--- config.mk ---
export PLATFORM = sky130hd
export DESIGN_NAME = motor_driver_guard
export DESIGN_NICKNAME = d
export VERILOG_FILES = /design/src/rtl/motor_driver_guard_pkg.sv /design/src/rtl/motor_driver_guard_dead_time_channel.sv /design/src/rtl/motor_driver_guard.sv
export SDC_FILE = /design/constraint.sdc
export NUM_CORES = 1
export LEC_CHECK = 0
export BUFFER_PORTS_ARGS = -buffer_cell sky130_fd_sc_hd__clkbuf_2
export CELL_PAD_IN_SITES_DETAIL_PLACEMENT = 1
export CELL_PAD_IN_SITES_GLOBAL_PLACEMENT = 2
export CORE_MARGIN = 2
export CORE_UTILIZATION = 37
export CTS_CLUSTER_SIZE = 30
export DETAILED_ROUTE_END_ITERATION = 10
export PLACE_DENSITY_LB_ADDON = 0.12
export SLEW_MARGIN = 40
export SYNTH_ARGS = -nofsm -noshare
export SYNTH_HDL_FRONTEND = slang
export SYNTH_SLANG_ARGS = --single-unit
--- constraint.sdc ---
create_clock -name clk -period 2.75 [get_ports clk]
set_input_delay 0.275 -clock clk [delete_from_list [all_inputs] [get_ports clk]]
set_output_delay 0.275 -clock clk [all_outputs]
set_load 0.1 [all_outputs]
--- src/rtl/motor_driver_guard_pkg.sv ---
// Shared definitions for the motor driver guard: register offsets within the
// guard's bus window, the dead-time channel state type and STATUS bit layout.
package motor_driver_guard_pkg;

  // Register offsets relative to GUARD_ADDRESS
  localparam logic [7:0] STATUS_OFS      = 8'd0;
  localparam logic [7:0] FAULT_COUNT_OFS = 8'd1;

  // Per-channel dead-time state
  typedef enum logic {
    DRIVE = 1'b0,
    DEAD  = 1'b1
  } chan_state_e;

  // STATUS register bit positions
  localparam int unsigned STATUS_FAULT_BIT    = 0;
  localparam int unsigned STATUS_CH0_DEAD_BIT = 1;
  localparam int unsigned STATUS_CH1_DEAD_BIT = 2;

endpackage

--- src/rtl/motor_driver_guard_dead_time_channel.sv ---
// One H-bridge channel: a direction pair plus its PWM bit, guarded by a
// break-before-make dead time on every direction change.
//   clk, rst_n  : clock, asynchronous active-low reset
//   dir_in      : requested direction pair
//   pwm_in      : requested PWM bit
//   force_dead  : enter DEAD with a fresh count (fault clear)
//   force_off   : hold registered outputs off without disturbing the FSM
//   dir_out     : registered guarded direction pair
//   pwm_out     : registered guarded PWM bit
//   in_dead     : channel currently in DEAD
module motor_driver_guard_dead_time_channel
  import motor_driver_guard_pkg::*;
#(
  parameter logic [15:0] DEAD_CYCLES = 16'd1600
) (
  input  logic       clk,
  input  logic       rst_n,
  input  logic [1:0] dir_in,
  input  logic       pwm_in,
  input  logic       force_dead,
  input  logic       force_off,
  output logic [1:0] dir_out,
  output logic       pwm_out,
  output logic       in_dead
);

  localparam logic [15:0] LAST_COUNT = DEAD_CYCLES - 16'd1;

  chan_state_e state_q, state_d;
  logic [15:0] count_q, count_d;
  logic [1:0]  dir_q, dir_d;
  logic [1:0]  pending_q, pending_d;
  logic [1:0]  dir_out_q, dir_out_d;
  logic        pwm_out_q, pwm_out_d;
  logic        drive_on;

  always_comb begin
    state_d   = state_q;
    count_d   = count_q;
    dir_d     = dir_q;
    pending_d = pending_q;
    if (force_dead) begin
      state_d   = DEAD;
      count_d   = '0;
      pending_d = dir_in;
    end else begin
      unique case (state_q)
        DRIVE: begin
          if (dir_in != dir_q) begin
            state_d   = DEAD;
            count_d   = '0;
            pending_d = dir_in;
          end
        end
        DEAD: begin
          if (dir_in != pending_q) begin
            // any new request restarts the full dead time
            pending_d = dir_in;
            count_d   = '0;
          end else if (count_q == LAST_COUNT) begin
            state_d = DRIVE;
            dir_d   = pending_q;
          end else begin
            count_d = count_q + 16'd1;
          end
        end
        default: begin
          state_d = DEAD;
          count_d = '0;
        end
      endcase
    end

    // Outputs follow the next state so a direction change kills the pair
    // on the same edge that detects it.
    drive_on  = (state_d == DRIVE) && !force_off;
    dir_out_d = drive_on ? dir_d : 2'b00;
    pwm_out_d = drive_on & pwm_in;
  end

  always_ff @(posedge clk or negedge rst_n) begin
    if (!rst_n) begin
      state_q   <= DEAD;
      count_q   <= '0;
      dir_q     <= '0;
      pending_q <= '0;
      dir_out_q <= '0;
      pwm_out_q <= 1'b0;
    end else begin
      state_q   <= state_d;
      count_q   <= count_d;
      dir_q     <= dir_d;
      pending_q <= pending_d;
      dir_out_q <= dir_out_d;
      pwm_out_q <= pwm_out_d;
    end
  end

  assign dir_out = dir_out_q;
  assign pwm_out = pwm_out_q;
  assign in_dead = (state_q == DEAD);

endmodule

--- src/rtl/motor_driver_guard.sv ---
// Guard between motor_controller and the H-bridge driver pins: per-channel
// dead time, filtered/latched driver fault with output kill, and a two
// register bus window (STATUS at GUARD_ADDRESS, FAULT_COUNT at +1).
//   clk, rst_n           : clock, asynchronous active-low reset
//   din, address         : bus write data / address
//   w_en, r_en, dout     : bus strobes and registered read data
//   pwm_in, motor_in     : controller PWM and direction pairs (ch0=[1:0])
//   enable_in            : controller bridge enable
//   nfault               : asynchronous active-low driver fault
//   pwm_out, motor_out   : guarded PWM / direction pairs
//   enable_out           : guarded bridge enable
//   fault_irq            : high while a fault is latched
module motor_driver_guard
  import motor_driver_guard_pkg::*;
#(
  parameter logic [7:0]  GUARD_ADDRESS = 8'h06,
  parameter logic [15:0] DEAD_CYCLES   = 16'd1600,
  parameter logic [3:0]  FAULT_FILTER  = 4'd8
) (
  input  logic       clk,
  input  logic       rst_n,
  input  logic [7:0] din,
  input  logic [7:0] address,
  input  logic       w_en,
  input  logic       r_en,
  output logic [7:0] dout,
  input  logic [1:0] pwm_in,
  input  logic [3:0] motor_in,
  input  logic       enable_in,
  input  logic       nfault,
  output logic [1:0] pwm_out,
  output logic [3:0] motor_out,
  output logic       enable_out,
  output logic       fault_irq
);

  localparam logic [7:0] STATUS_ADDR = GUARD_ADDRESS + STATUS_OFS;
  localparam logic [7:0] FC_ADDR     = GUARD_ADDRESS + FAULT_COUNT_OFS;

  logic       sync1_q, sync1_d, sync2_q, sync2_d;
  logic [3:0] low_cnt_q, low_cnt_d;
  logic       fault_q, fault_d;
  logic [7:0] fault_count_q, fault_count_d;
  logic [7:0] dout_q, dout_d;
  logic       enable_q, enable_d;
  logic       fault_set, fault_clr, status_wr, fc_wr;
  logic [7:0] status;
  logic       ch0_dead, ch1_dead;
  logic       din_unused;

  // Only the clear bit of a STATUS write has meaning.
  assign din_unused = ^din[7:1];

  always_comb begin
    sync1_d = nfault;
    sync2_d = sync1_q;

    low_cnt_d = low_cnt_q;
    if (sync2_q) begin
      low_cnt_d = '0;
    end else if (low_cnt_q != FAULT_FILTER) begin
      low_cnt_d = low_cnt_q + 4'd1;
    end

    fault_set = (low_cnt_q == FAULT_FILTER);
    status_wr = w_en && (address == STATUS_ADDR);
    fc_wr     = w_en && (address == FC_ADDR);
    fault_clr = status_wr && din[0] && sync2_q && fault_q && !fault_set;
    fault_d   = fault_set | (fault_q & ~fault_clr);

    fault_count_d = fault_count_q;
    if (fc_wr) begin
      fault_count_d = '0;
    end else if (fault_d && !fault_q && (fault_count_q != 8'hFF)) begin
      fault_count_d = fault_count_q + 8'd1;
    end

    status                      = '0;
    status[STATUS_FAULT_BIT]    = fault_q;
    status[STATUS_CH0_DEAD_BIT] = ch0_dead;
    status[STATUS_CH1_DEAD_BIT] = ch1_dead;

    dout_d = dout_q;
    if (address == STATUS_ADDR) begin
      if (r_en) dout_d = status;
    end else if (address == FC_ADDR) begin
      if (r_en) dout_d = fault_count_q;
    end else begin
      dout_d = '0;
    end

    enable_d = enable_in & ~fault_d;
  end

  always_ff @(posedge clk or negedge rst_n) begin
    if (!rst_n) begin
      sync1_q       <= 1'b1;
      sync2_q       <= 1'b1;
      low_cnt_q     <= '0;
      fault_q       <= 1'b0;
      fault_count_q <= '0;
      dout_q        <= '0;
      enable_q      <= 1'b0;
    end else begin
      sync1_q       <= sync1_d;
      sync2_q       <= sync2_d;
      low_cnt_q     <= low_cnt_d;
      fault_q       <= fault_d;
      fault_count_q <= fault_count_d;
      dout_q        <= dout_d;
      enable_q      <= enable_d;
    end
  end

  motor_driver_guard_dead_time_channel #(
    .DEAD_CYCLES(DEAD_CYCLES)
  ) u_ch0 (
    .clk       (clk),
    .rst_n     (rst_n),
    .dir_in    (motor_in[1:0]),
    .pwm_in    (pwm_in[0]),
    .force_dead(fault_clr),
    .force_off (fault_d),
    .dir_out   (motor_out[1:0]),
    .pwm_out   (pwm_out[0]),
    .in_dead   (ch0_dead)
  );

  motor_driver_guard_dead_time_channel #(
    .DEAD_CYCLES(DEAD_CYCLES)
  ) u_ch1 (
    .clk       (clk),
    .rst_n     (rst_n),
    .dir_in    (motor_in[3:2]),
    .pwm_in    (pwm_in[1]),
    .force_dead(fault_clr),
    .force_off (fault_d),
    .dir_out   (motor_out[3:2]),
    .pwm_out   (pwm_out[1]),
    .in_dead   (ch1_dead)
  );

  assign dout       = dout_q;
  assign enable_out = enable_q;
  assign fault_irq  = fault_q;

endmodule

======== Word level (Yosys, flattened, before mapping) ========
Cells that the tools add are included.
Widths: inputs -> output; s select.
operators by class
  add/sub/neg operators ................... 4
  multipliers ............................. 0
  divide/modulo/power cells ............... 0
  magnitude comparators ................... 0
  eq/ne operators ......................... 19
  shift operators ......................... 0
  mux-type cells .......................... 46
  bitwise operators ....................... 11
  reductions and logical operators ........ 20
operators by type and width
  kind                   count
  $mux 16                8
  $pmux 16 s2            2
  $mux 8                 6
  $add 16x1->16 const B  2
  $eq 16x11->1 const B   2
  $mux 2                 16
  $eq 8x3->1 const B     2
  $ne 4x4->1 const B     3
  $logic_and 1x1->1      10
  $reduce_and 2->1       5
  $add 8x1->8 const B    1
  $mux 1                 8
  $mux 4                 2
  $ne 2x2->1             4
  $ne 8x8->1 const B     1
  $pmux 2 s2             2
  $ne 3x2->1 const B     2
  $ne 3x3->1 const B     2
  $not 1->1              6
  $add 4x1->4 const B    1
  $and 1x1->1            4
  $eq 4x4->1 const B     1
  $ne 2x2->1 const B     2
  $pmux 1 s2             2
  3 further kinds        6
storage, ports and cells
  register bits ........................... 72
  bits in latches ......................... 0
  memory bits (writable) .................. 0
  memory bits (read-only) ................. 0
  bits of input ports ..................... 28
  output and inout bits ................... 16
  word-level logic and storage cells ...... 119
  memories kept ........................... 0

======== Depth between registers and ports, before layout ========
Gate-level depths: netlist of the first run.
  depth in word-level cells ............... 13
  depth in mapped cells ................... 11
  depth with buffers taken out ............ 7

======== Cells and area by module ========
From an unflattened synthesis of the first run, not the netlist that was laid out.
second synthesis, totals
  cells, all modules ...................... 364
  area total of the unflattened synthesis .. 3677.3 um2
modules (own cells, without submodules)
  module                                times used  cells each  area each (um2)  seq. area each (um2)
  motor_driver_guard_dead_time_channel  2           125         1249.9           601.8
  motor_driver_guard                    1           114         1177.4           603.1

======== Least setup slack after synthesis of the first run ========
OpenSTA, ideal clock, no wires.
  kind .................................... register to register
  start point ............................. reg fault_q, in the netlist fault_irq
  end point ............................... reg u_ch1.count_q[10]
  setup time .............................. 0.122 ns
  arrival ................................. 2.260 ns
  data required time ...................... 2.628 ns
  slack ................................... 0.368 ns
  stages on the path, launching flop included .. 8
  buffers on the path ..................... 3
  clock period less this slack ............ 2.382 ns
  cell sequence ........................... dfrtp_1 -> nand4b_1 -> nor4bb_4 -> buf_6 -> nor2_1 -> buf_6 -> buf_6 -> a32o_1
on the way
  cells in the longest elaborated chain, start to end .. 4
  elaborated cells between the ends (all ways) .. 6
  classes of those cells .................. eq/ne (2); mux (1); reduce/logical (3)
ends and longest elaborated chain
  element                                                           RTL line                                    source
  start, declared                                                   motor_driver_guard.sv:42                    logic fault_q, fault_d;
  start signal, assigned                                            motor_driver_guard.sv:108                   fault_q <= fault_d;
  $logic_and 1x1->1 (*) (2 in series)                               motor_driver_guard.sv:68                    fault_clr = status_wr && din[0] && sync2_q && fault_q && !fault_set;
  $ne 4x4->1 (no source line) / $ne 3x2->1 (equally long branches)  n/a
  $reduce_and 2->1 (no source line)                                 n/a
  end signal, assigned                                              motor_driver_guard_dead_time_channel.sv:91  count_q <= count_d;
  end, declared                                                     motor_driver_guard_dead_time_channel.sv:30  logic [15:0] count_q, count_d;
Mark *: on every way between the ends. The rest lies on a longest branch, timed or not.
A chain may end at the register's enable or synchronous reset.

======== Worst setup path in the final report of the first run ========
  start point ............................. reg low_cnt_q[0]
  end point ............................... reg u_ch0.pwm_out_q, in the netlist u_ch0.pwm_out
on the way
  elaborated cells between the ends (all ways) .. 11
  classes of those cells .................. eq/ne (1); mux (1); bitwise (5); reduce/logical (4)
RTL lines
  element                    RTL line                                    source
  start, declared            motor_driver_guard.sv:41                    logic [3:0] low_cnt_q, low_cnt_d;
  start signal, assigned     motor_driver_guard.sv:107                   low_cnt_q <= low_cnt_d;
  $eq 4x4->1                 motor_driver_guard.sv:65                    fault_set = (low_cnt_q == FAULT_FILTER);
  $logic_not 1->1            motor_driver_guard.sv:68
  $logic_and 1x1->1          motor_driver_guard.sv:68
  $mux 1                     motor_driver_guard_dead_time_channel.sv:42  if (force_dead) begin
  named net u_ch0.state_d    motor_driver_guard_dead_time_channel.sv:29  chan_state_e state_q, state_d;
  $not 1->1                  motor_driver_guard_dead_time_channel.sv:76  drive_on = (state_d == DRIVE) && !force_off;
  $logic_and 1x1->1          motor_driver_guard_dead_time_channel.sv:76
  $and 1x1->1                motor_driver_guard_dead_time_channel.sv:78  pwm_out_d = drive_on & pwm_in;
  named net u_ch0.pwm_out_d  motor_driver_guard_dead_time_channel.sv:34  logic pwm_out_q, pwm_out_d;
  end signal, assigned       motor_driver_guard_dead_time_channel.sv:95  pwm_out_q <= pwm_out_d;
  end, declared              motor_driver_guard_dead_time_channel.sv:34
The timed path passes the listed nets, and every way through them passes these cells.

==> summary.md, run 1 <==
| Metric | Value |
|---|---|
| Status | finished clean |
| Setup slack, reg-to-reg | 0.48 ns |
| CTS Buf Count | 9 |
| WHS Endpoint | enable_out |
| Pre-Repair DR Iteration Count | 4 |
| GRT Util Overall | 0.183 |
| WL/cell | 16.4 um |
| Post-synth EDFFs | 0 |
| Dpl cell area | 4040 sq um |
| Clk buf depth | 2 |
| Final Cycle Share | 0.827 |
| Final clock skew | 0.0123 ns |
| H-tree lvl count | 3 |
| Mapped Avg Cell Area | 9.68 sq um |
| Syn_nets | 417 |
| Core ar. | roughly 9800 sq um |
| Asr flop ratio synth | 1.00 |
| Input/output buffers | 36 |
| Crit Reg-Reg Endpoint | u_ch0.pwm_out |
| Seq/Total Area, Yosys | 0.486 |
| Resized cells post-CTS | 0 |
| Worst-Margin Slew | 0.685 ns |
| Achievable Freq | around 0.44 GHz |
| # IOs | 44 |
| Cell row count | 36 |
| Initial antenna violation count | 0 |
| Routed Antenna Nets | 0 |
| Nets@finish | 459 |
| Synthesized cell area | roughly 3700 sq um |
| Commonest non-fill, non-tap cells in the layout | dfrtp_1, clkbuf_2, nand2_1 |
| RSZ-0062 raised after global routing | false |
| Sink Count | a little over 70 |
| Slew Limit Fails | 0 |
| Area growth syn-to-layout | 14.7% |
| Final Setup Violations | 0 |
| Kind of critical path | reg2reg |
| Die width | 104 um |
| PD cells | about 550 nW/um^2 |
| Initial core utilization | 0.380 |
| Max FO, Critical Path | 14 |
| Synth Instances | about 380 |
| Final hold vios | 0 |
| Synth Flop Type | dfrtp_1 |
| Iter 0 DRT Violations | 134 |
| Finished Cell Area | 4260 sq um |
| Detail Placement HPWL | 6440 um |
| Die height | 104 um |
| Total congestion overflow | 0 |
| Total number of vias | around 3000 |
| Fill count | 1188 |
| Hold Crit Start | enable_in |
| Worst-skew pair later-pin latency | 0.35 ns |
| Final setup TNS | 0 ns |
| Worst min path class | in2reg |
| Leakage | 1.86 nW |
| Critical path endpoint category | flip-flop |
| Pin count of the biggest net entering global routing | between 70 and 80 |
| ANT cells | 0 |
| Hold depth | 3 |
| Number of max-cap violations | 0 |
| Minimum clock period | roughly 2.3 ns |
| Commonest non-fill, non-tap cell in the layout | dfrtp_1 |
| Slew HR | 0.540 |
| Final GP Congestion | 0.722 |
| CP Data Required Time | between 3 and 4 ns |
| Vias/cell | 5.37 |
| CP arrival | 2.54 ns |
| Root buffer cell | clkbuf_8 |
| Yosys cell types | 49 |
| Worst VDD drop | between 0.15 and 0.2 mV |
| Clock Pin Slew Worst Setup and Hold Paths | 0.08 ns |
| Synth warnings | 0 |
| Total Wirelength | 9250 um |
| Share of layout cells above drive strength 1 | 0.181 |
| FF+latch count, synth | 72 |
| Final Util | 0.436 |
| Worst reg2reg startpoint | low_cnt_q[0] |
| Drt drc | 0 |
| CTS tree | done |
| Reg2Reg Depth | 8 |
| First-pass GRT wire length | 16100 um |
| Vias in the first global route | between 3000 and 4000 |
| Die area | roughly 11000 sq um |
| Crit start category | flip-flop |
-- metrics by stage --
stage / hold slack, ns / power (mW) / std cells / setup slack [ns]
after floorplan: -0.0206 / 1.39 / 384 / 0.368
after global placement: 0.347 / 1.49 / 546 / 0.475
after detailed placement: 0.349 / 1.50 / 546 / 0.460
after CTS: 0.100 / 2.38 / 564 / 0.433
after global routing: 0.116 / 2.45 / 564 / 0.242
final: 0.122 / 2.34 / 564 / 0.475
-- repair_timing --
action | CTS | global route
hold buffers | 2 | 0
setup endpoints to repair | 0 | 0
endpoints found under the hold margin | 69 | 0
setup buffers | 0 | 0
-- worst max-delay path, stage by stage, from the launching register on --
cell	delay, ns
dfrtp_1	0.40
inv_1	0.10
ha_1	0.15
and3b_1	0.22
nor4bb_4	0.06
buf_4	0.19
nor2_2	0.53
a21oi_1	0.27
nor3b_1	0.26
-- report_power, final --
part / switching (mW) / internal [mW] / total [mW] / leakage, nW
Clock: 0.399 / 0.467 / 0.866 / 0.103
Combinational: 0.191 / 0.110 / 0.302 / 0.818
Sequential: 0.0650 / 1.11 / 1.17 / 0.938
Total: 0.655 / 1.69 / 2.34 / 1.86
-- cells in the mapped netlist, types with 5 or more instances --
library cell	n	share of area
buf_2	6	0.0081
mux2i_1	7	0.019
or4_1	6	0.012
clkbuf_1	7	0.0071
a31oi_1	14	0.024
nor2_1	30	0.030
nand4_1	12	0.020
nor3_1	12	0.016
a211oi_1	5	0.010
ha_1	5	0.017
a21oi_1	15	0.020
and3_1	5	0.0084
nand2b_1	5	0.0084
a21o_1	10	0.020
xnor2_1	7	0.016
o21ai_1	6	0.0081
xor2_1	11	0.026
o21ai_0	19	0.026
nand3_1	26	0.035
nand2_1	31	0.031
dfrtp_1	68	0.46
or3_1	6	0.010
inv_1	20	0.020
-- metal layers --
metal  global-route usage  vias up  share of wire
li1                     -     1462              -
met1                0.252     1518           0.50
met2                0.287       38           0.46
met3               0.0288       10          0.022
met4               0.0763        0          0.015
met5                    0        -              0
-- how the worst max path moves through the flow --
stage | endpoint | depth (start not counted) | from
after floorplan | u_ch1.count_q[10] | 7 | fault_irq
after CTS | u_ch1.count_q[8] | 8 | low_cnt_q[0]
final | u_ch0.pwm_out | 8 | low_cnt_q[0]
after global placement | u_ch1.count_q[8] | 8 | low_cnt_q[0]
after detailed placement | u_ch1.count_q[8] | 8 | low_cnt_q[0]
after global routing | u_ch0.pwm_out | 8 | low_cnt_q[0]
-- sequential cells by signal, indices dropped and copies added, names as in the netlist, 2 cells and up --
signal and flops:
u_ch0.dir_out 2, u_ch0.dir_q 2, low_cnt_q 4, u_ch1.count_q 16, u_ch1.dir_q 2, fault_count_q 8, u_ch0.pending_q 2, u_ch1.pending_q 2
dout 8, u_ch0.count_q 16, u_ch1.dir_out 2
-- area by class of cell --
cell class / count / area, sq um / area share
timing repair buffer: 50 / 297 / 0.0696
tap: 133 / 166 / 0.0390
inverter: 20 / 75.1 / 0.0176
clock inverter: 3 / 40.0 / 0.00940
multi-input combinational: 273 / 1720 / 0.403
sequential: 72 / 1810 / 0.424
clock buffer: 13 / 159 / 0.0373
-- kinds of logic after synthesis --
group                    count (synthesis)  synth area share
adder cells (fa/ha/maj)                  5            0.0168
buffers and inverters                   39            0.0515
XOR/XNOR                                18            0.0424
flip-flops                              72             0.486
multiplexers                            11            0.0310
AND/OR/NAND/NOR                        153             0.225
AO/OA/AOI/OAI                           86             0.147
(Power assumes the default switching activity.)
==> run 2, diff against run 1 <==
Clock period 2.75 ns to 2.4 ns, I/O delays scaled along.
==> run 2 against run 1 <==
  * Total power grew 13%
  * Critical path type unchanged
  * Final area rose by 1.9%
  * Via count hardly changed
  * Wire length grew 0.74%
  * Maximum frequency is 5.7% higher
  * Global-route usage up 0.12 points
  * Register-to-register slack got worse by 0.23 ns
  * Largest power group unchanged
  * Die area stayed put
  * Sequential cell count unchanged
  * Final cell count up 1.8%
==> summary.md, run 2 (synthesized netlist as in run 1, its figures left out) <==
| Metric | Value |
|---|---|
| Max FO, Critical Path | 13 (-1) |
| Leakage | 1.90 nW (+2.3%) |
| Die width | 104 um (unchanged) |
| Share of layout cells above drive strength 1 | 0.202 (+0.0208) |
| First-pass GRT wire length | 16100 um (+0.47%) |
| Finished Cell Area | 4340 sq um (+1.9%) |
| Input/output buffers | 36 (unchanged) |
| CTS tree | done |
| Cell row count | 36 (unchanged) |
| Clk buf depth | 2 (unchanged) |
| Setup slack, reg-to-reg | 0.25 ns (-0.23 ns) |
| Total congestion overflow | 0 (unchanged) |
| Switching Fraction | 0.286 (+0.00664) |
| Dpl cell area | 4130 sq um (+2.1%) |
| Initial core utilization | 0.380 (unchanged) |
| Commonest non-fill, non-tap cell in the layout | dfrtp_1 |
| Portion of total power attributed to sequential cells | 0.507 (+0.005) |
| Final setup TNS | 0 ns (unchanged) |
| Clock share of power | 0.360 (-0.010) |
| Die area | 10900 sq um (unchanged) |
| Kind of critical path | reg2reg |
| Dpl cells | 556 (+1.8%) |
| Worst-path cell chain | inv_1 > ha_1 > and3b_1 > nor4bb_4 > buf_12 > or4_1 > buf_4 > a31oi_1 |
| Die height | 104 um (unchanged) |
| CP Data Required Time | 2.68 ns (-0.33 ns) |
| CTS Buf Count | 9 (unchanged) |
| Hold depth | 3 (unchanged) |
| Vias in the first global route | 3144 (-1.5%) |
| Sw power | 0.760 mW (+16%) |
| Post-route setup slack | 0.247 ns (-0.228 ns) |
| Number of max-cap violations | 0 (unchanged) |
| Post-CTS Setup Bufs | 0 (unchanged) |
| Buf+Inv Stages, Crit Path | 3 (+1) |
| Worst-skew pair later-pin latency | 0.36 ns (about the same) |
| Achievable Freq | 0.465 GHz (+5.7%) |
| Worst VDD drop | 0.266 mV (+51%) |
| Drt drc | 0 (unchanged) |
| Total number of vias | 3031 (+0.099%) |
| WHS Endpoint | enable_out |
| Total Wirelength | 9320 um (+0.74%) |
| Final Cycle Share | 0.897 (+0.0698) |
| Internal | 1.89 mW (+12%) |
| PD cells | 611 nW/um^2 (+11%) |
| WL/cell | 16.2 um (-1.0%) |
| Slew Limit Fails | 0 (unchanged) |
| # IOs | 44 (unchanged) |
| H-tree lvl count | 3 (unchanged) |
| ANT cells | 0 (unchanged) |
| RSZ-0062 raised after global routing | false |
| Final Setup Violations | 0 (unchanged) |
| Pin count of the biggest net entering global routing | 41 (-44%) |
| Regs by FF count | u_ch0.count_q x16, u_ch1.count_q x16 |
| Worst reg2reg startpoint | low_cnt_q[0] |
| Status | finished clean |
| Initial antenna violation count | 0 (unchanged) |
| Hold slack | 0.0767 ns (-0.0451 ns) |
| Commonest non-fill, non-tap cells in the layout | dfrtp_1, clkbuf_2, nand2_1 |
| Worst slack, placed | 0.224 ns (-0.236 ns) |
| Sink Count | 72 (unchanged) |
| Crit Reg-Reg Endpoint | u_ch1.count_q[14] |
| Critical path endpoint category | flip-flop |
| Detail Placement HPWL | 6710 um (+4.0%) |
| Root buffer cell | clkbuf_8 |
| Delay-heaviest family, CP | simple AND/OR/NAND/NOR gates |
| GRT Util Overall | 0.184 (+0.00117) |
| CP max stage cell | or4_1 |
| Pre-Repair DR Iteration Count | 4 (unchanged) |
| Reg2Reg Depth | 8 (unchanged) |
| Vias/cell | 5.28 (-1.6%) |
| Crit start category | flip-flop |
| Final hold vios | 0 (unchanged) |
| Slew HR | 0.628 (+0.0883) |
| Routed Antenna Nets | 0 (unchanged) |
| Nets@finish | 469 (+2.2%) |
| Area growth syn-to-layout | 16.8% |
| Final clock skew | 0.00619 ns (-0.00608 ns) |
| Core ar. | 9770 sq um (unchanged) |
| Minimum clock period | 2.15 ns (-0.122 ns) |
| Slowest stage delay, CP | 0.65 ns (+0.12 ns) |
| Worst min path class | in2reg |
| Clock Pin Slew Worst Setup and Hold Paths | 0.08 ns (about the same) |
| Non-Filler Instances | 574 (+1.8%) |
| Worst-Margin Slew | 0.558 ns (-0.127 ns) |
| CP arrival | 2.44 ns (-0.10 ns) |
| Hold Crit Start | enable_in |
| Iter 0 DRT Violations | 81 (-40%) |
| Critical path origin | low_cnt_q[0] |
| Final GP Congestion | 0.749 (+3.8%) |
| Combinational Power Share | 0.134 (+0.005) |
run 2: cell count changes in the layout (fill, tap and decap cells not counted), sizes merged:
cell and change:
buf +10, bufinv -1, clkbuf +1, clkinv -1
clkinvlp +1
run 2: worst max path at each step:
| stage | to | slack, ns | cells after the start |
|---|---|---|---|
| after floorplan | u_ch1.count_q[10] | 0.02 | 7 |
| after global placement | u_ch1.count_q[3] | 0.23 | 8 |
| after detailed placement | u_ch1.count_q[3] | 0.22 | 8 |
| after CTS | u_ch1.count_q[14] | 0.21 | 8 |
| after global routing | u_ch0.pwm_out | 0.07 | 6 |
| final | u_ch1.count_q[14] | 0.25 | 8 |
run 2: power groups by stage:
stage | clock, mW | sequential, mW | combinational (mW)
finish | 0.954 | 1.34 | 0.355
global placement | 0 | 1.37 | 0.346
floorplan | 0 | 1.39 | 0.205
detailed placement | 0 | 1.37 | 0.356
CTS | 0.982 | 1.34 | 0.361
global route | 1.04 | 1.36 | 0.401
run 2: cell type report:
class | count | area [sq um]
clock buffer | 14 | 183
clock inverter | 2 | 12.5
fill | 1139 | 5430
inverter | 20 | 75.1
multi-input combinational | 273 | 1720
sequential | 72 | 1810
tap | 133 | 166
timing repair buffer | 60 | 380
run 2: metal layers:
layer | track usage | up-vias | part of all wire
li1 | - | 1486 | -
met1 | 0.262 | 1487 | 0.51
met2 | 0.280 | 48 | 0.44
met3 | 0.0332 | 10 | 0.035
met4 | 0.0695 | 0 | 0.015
met5 | 0 | - | 0
run 2: timing repair:
item,in CTS,in global routing
hold endpoints to repair,37,0
hold buffers,2,0
gates resized for setup,0,0
run 2: worst register-to-register path: cells and delay by family, from the launching register on:
kind	cells	cell delay, ns
buffers and inverters	3	0.44
AND/OR/NAND/NOR	3	0.94
adder cells (fa/ha/maj)	1	0.14
AO/OA/AOI/OAI	1	0.15
flip-flops	1	0.40
run 2: per-stage QoR:
stage,total power [mW],utilization
floorplan,1.59,-
global placement,1.71,0.422
detailed placement,1.72,0.422
CTS,2.69,0.444
global route,2.79,0.444
finish,2.65,0.444
==> run 3, diff against run 2 <==
Clock period 2.4 ns to 2.1 ns, I/O delays scaled along.
==> run 3 against run 2 <==
  * Wire length is 4.1% higher
  * Critical path type unchanged
  * The flow now finishes with violations (setup timing)
  * Final cell count is 5.2% higher
  * Via count is 3.6% higher
  * Sequential cell count stayed put
  * Worst hold slack worse by 0.024 ns
  * Combinational power is 34% higher
  * Largest power group unchanged
  * Clock skew is 0.0031 ns higher
  * Register-to-register slack worse by 0.26 ns
  * Worst setup slack worse by 0.26 ns
  * Critical endpoint is now u_ch0.count_q[11]
==> summary.md, run 3 (synthesized netlist as in run 1, its figures left out) <==
| Metric | Value |
|---|---|
| GRT Util Overall | 0.186 (+0.00185) |
| Setup slack, reg-to-reg | -0.01 ns (-0.26 ns) |
| Final Cycle Share | 1.01 (+0.108) |
| Commonest non-fill, non-tap cell in the layout | dfrtp_1 |
| Regs by FF count | u_ch0.count_q x16, u_ch1.count_q x16 |
| FF/Latch Area | 1810 sq um (about the same) |
| Crit Reg-Reg Endpoint | u_ch0.count_q[11] |
| Worst reg2reg startpoint | low_cnt_q[0] |
| CP Data Required Time | 2.38 ns (-0.30 ns) |
| PD cells | 691 nW/um^2 (+13%) |
| Number of max-cap violations | 0 (unchanged) |
| Worst min path class | in2reg |
| Vias/cell | 5.20 (-1.5%) |
| Hold depth | 3 (unchanged) |
| Iter 0 DRT Violations | 81 (unchanged) |
| Area growth syn-to-layout | 26.7% |
| Dpl cell area | 4300 sq um (+4.2%) |
| Critical path endpoint category | flip-flop |
| Final Setup Violations | 1 (+1) |
| CP arrival | 2.39 ns (-0.05 ns) |
| Detail Placement HPWL | 6910 um (+3.0%) |
| Pin count of the biggest net entering global routing | 46 (+12%) |
| Internal | 2.35 mW (+24%) |
| Clk buf depth | 2 (unchanged) |
| Portion of total power attributed to sequential cells | 0.470 (-0.037) |
| Clock share of power | 0.383 (+0.023) |
| Initial antenna violation count | 0 (unchanged) |
| Sink Count | 72 (unchanged) |
| Pre-Repair DR Iteration Count | 5 (+1) |
| Combinational Power Share | 0.147 (+0.013) |
| Status | complete, but fails checks |
| WHS Endpoint | enable_out |
| Vias in the first global route | 3248 (+3.3%) |
| CTS Buf Count | 9 (unchanged) |
| Routed Antenna Nets | 0 (unchanged) |
| Nets@finish | 499 (+6.4%) |
| Total number of vias | 3140 (+3.6%) |
| Achievable Freq | 0.474 GHz (+2.0%) |
| Total congestion overflow | 0 (unchanged) |
| Clock Pin Slew Worst Setup and Hold Paths | 0.08 ns (about the same) |
| Total Wirelength | 9700 um (+4.1%) |
| # IOs | 44 (unchanged) |
| WL/cell | 16.1 um (-1.1%) |
| Slew HR | 0.585 (-0.0436) |
| First-pass GRT wire length | 16400 um (+1.5%) |
| Post-route setup slack | -0.0111 ns (-0.258 ns) |
| Final clock skew | 0.00926 ns (+0.00307 ns) |
| Commonest non-fill, non-tap cells in the layout | dfrtp_1, buf_4, clkbuf_2 |
| H-tree lvl count | 3 (unchanged) |
| Final GP Congestion | 0.752 (+0.32%) |
| Sw power | 0.906 mW (+19%) |
| Hold slack | 0.0530 ns (-0.0237 ns) |
| Reg2Reg Depth | 10 (+2) |
| Die height | 104 um (unchanged) |
| Core ar. | 9770 sq um (unchanged) |
| Drt drc | 0 (unchanged) |
| Initial core utilization | 0.380 (unchanged) |
| Die width | 104 um (unchanged) |
| Leakage | 2.09 nW (+10%) |
| Slew Limit Fails | 0 (unchanged) |
| Final hold vios | 0 (unchanged) |
| Area of the multi-input gates | 1780 sq um (+3.4%) |
| Die area | 10900 sq um (unchanged) |
| Max FO, Critical Path | 8 (-5) |
| Crit start category | flip-flop |
| Root buffer cell | clkbuf_8 |
| Share of layout cells above drive strength 1 | 0.280 (+0.0784) |
| Finished Cell Area | 4710 sq um (+8.5%) |
| Minimum clock period | 2.11 ns (-0.0416 ns) |
| RSZ-0062 raised after global routing | true |
| Input/output buffers | 36 (unchanged) |
| Worst VDD drop | 0.346 mV (+30%) |
| Failing checks | setup timing |
| Hold Crit Start | enable_in |
| Fill count | 1154 (+1.3%) |
| Worst-Margin Slew | 0.623 ns (+0.0655 ns) |
| CTS tree | done |
| Kind of critical path | reg2reg |
| Cell row count | 36 (unchanged) |
| Switching Fraction | 0.278 (-0.00801) |
| ANT cells | 0 (unchanged) |
| Worst-skew pair later-pin latency | 0.35 ns (about the same) |
run 3: cell types whose count changed in the layout (fill, tap and decap cells not counted), sizes merged:
cell    delta
buf       +29
clkbuf     -3
clkinv     +2
bufinv     +2
run 3: power by group through the flow:
stage	clock network [mW]	logic, mW	registers [mW]
after floorplan	0	0.235	1.59
after global placement	0	0.437	1.55
after detailed placement	0	0.447	1.56
after CTS	1.28	0.459	1.53
after global routing	1.34	0.529	1.54
final	1.25	0.477	1.53
run 3: metrics by stage:
step | setup TNS (ns) | std cells | utilization | setup WS, ns | power [mW]
2_1_floorplan | 0 | 384 | - | 0.0345 | 1.82
3_3_place_gp | -0.324 | 577 | 0.440 | -0.132 | 1.99
3_5_place_dp | -0.692 | 577 | 0.440 | -0.203 | 2.00
4_1_cts | -0.0757 | 596 | 0.467 | -0.0622 | 3.27
5_1_grt | -0.628 | 604 | 0.482 | -0.0992 | 3.41
6_report | -0.0111 | 604 | 0.482 | -0.0111 | 3.25
run 3: final cells by class:
class	count	area share
inverters	20	0.0159
flip-flops and latches	72	0.384
multi-input cells	273	0.377
repair buffers	90	0.141
clock buffers	10	0.0292
clock inverters	6	0.0175
well taps	133	0.0353
run 3: worst max-delay path by stage:
stage,from,to,slack (ns),cells past startpoint
after floorplan,fault_irq,u_ch1.count_q[10],0.03,7
after global placement,low_cnt_q[0],u_ch1.count_q[13],-0.13,10
after detailed placement,low_cnt_q[0],u_ch1.count_q[13],-0.20,10
after CTS,low_cnt_q[0],u_ch1.count_q[13],-0.06,10
after global routing,low_cnt_q[0],u_ch0.count_q[11],-0.1,10
final,low_cnt_q[0],u_ch0.count_q[11],-0.01,10
run 3: repair_timing:
| item | in CTS | in global routing |
|---|---|---|
| resized for setup | 8 | 21 |
| hold endpoints to repair | 40 | 0 |
| hold buffers | 2 | 0 |
| pin swaps | 3 | 6 |
| endpoints found under the setup margin | 13 | 24 |
| buffers inserted | 2 | 7 |
| cloned | 0 | 1 |
run 3: worst max-delay path, stage by stage, from the launching register on:
cell      delay (ns)
dfrtp_1         0.39
inv_2           0.08
ha_4            0.11
and3b_2         0.21
nor4bb_4        0.05
buf_6           0.14
buf_4           0.13
or2_4           0.26
buf_6           0.13
or4_1           0.45
o21ai_1         0.08
run 3: metal layers:
metal  track usage  part of all wire  vias to the layer above
li1              -                 -                     1542
met1         0.266              0.51                     1548
met2         0.286              0.45                       38
met3        0.0307             0.025                       12
met4        0.0637             0.015                        0
met5             0                 0                        -
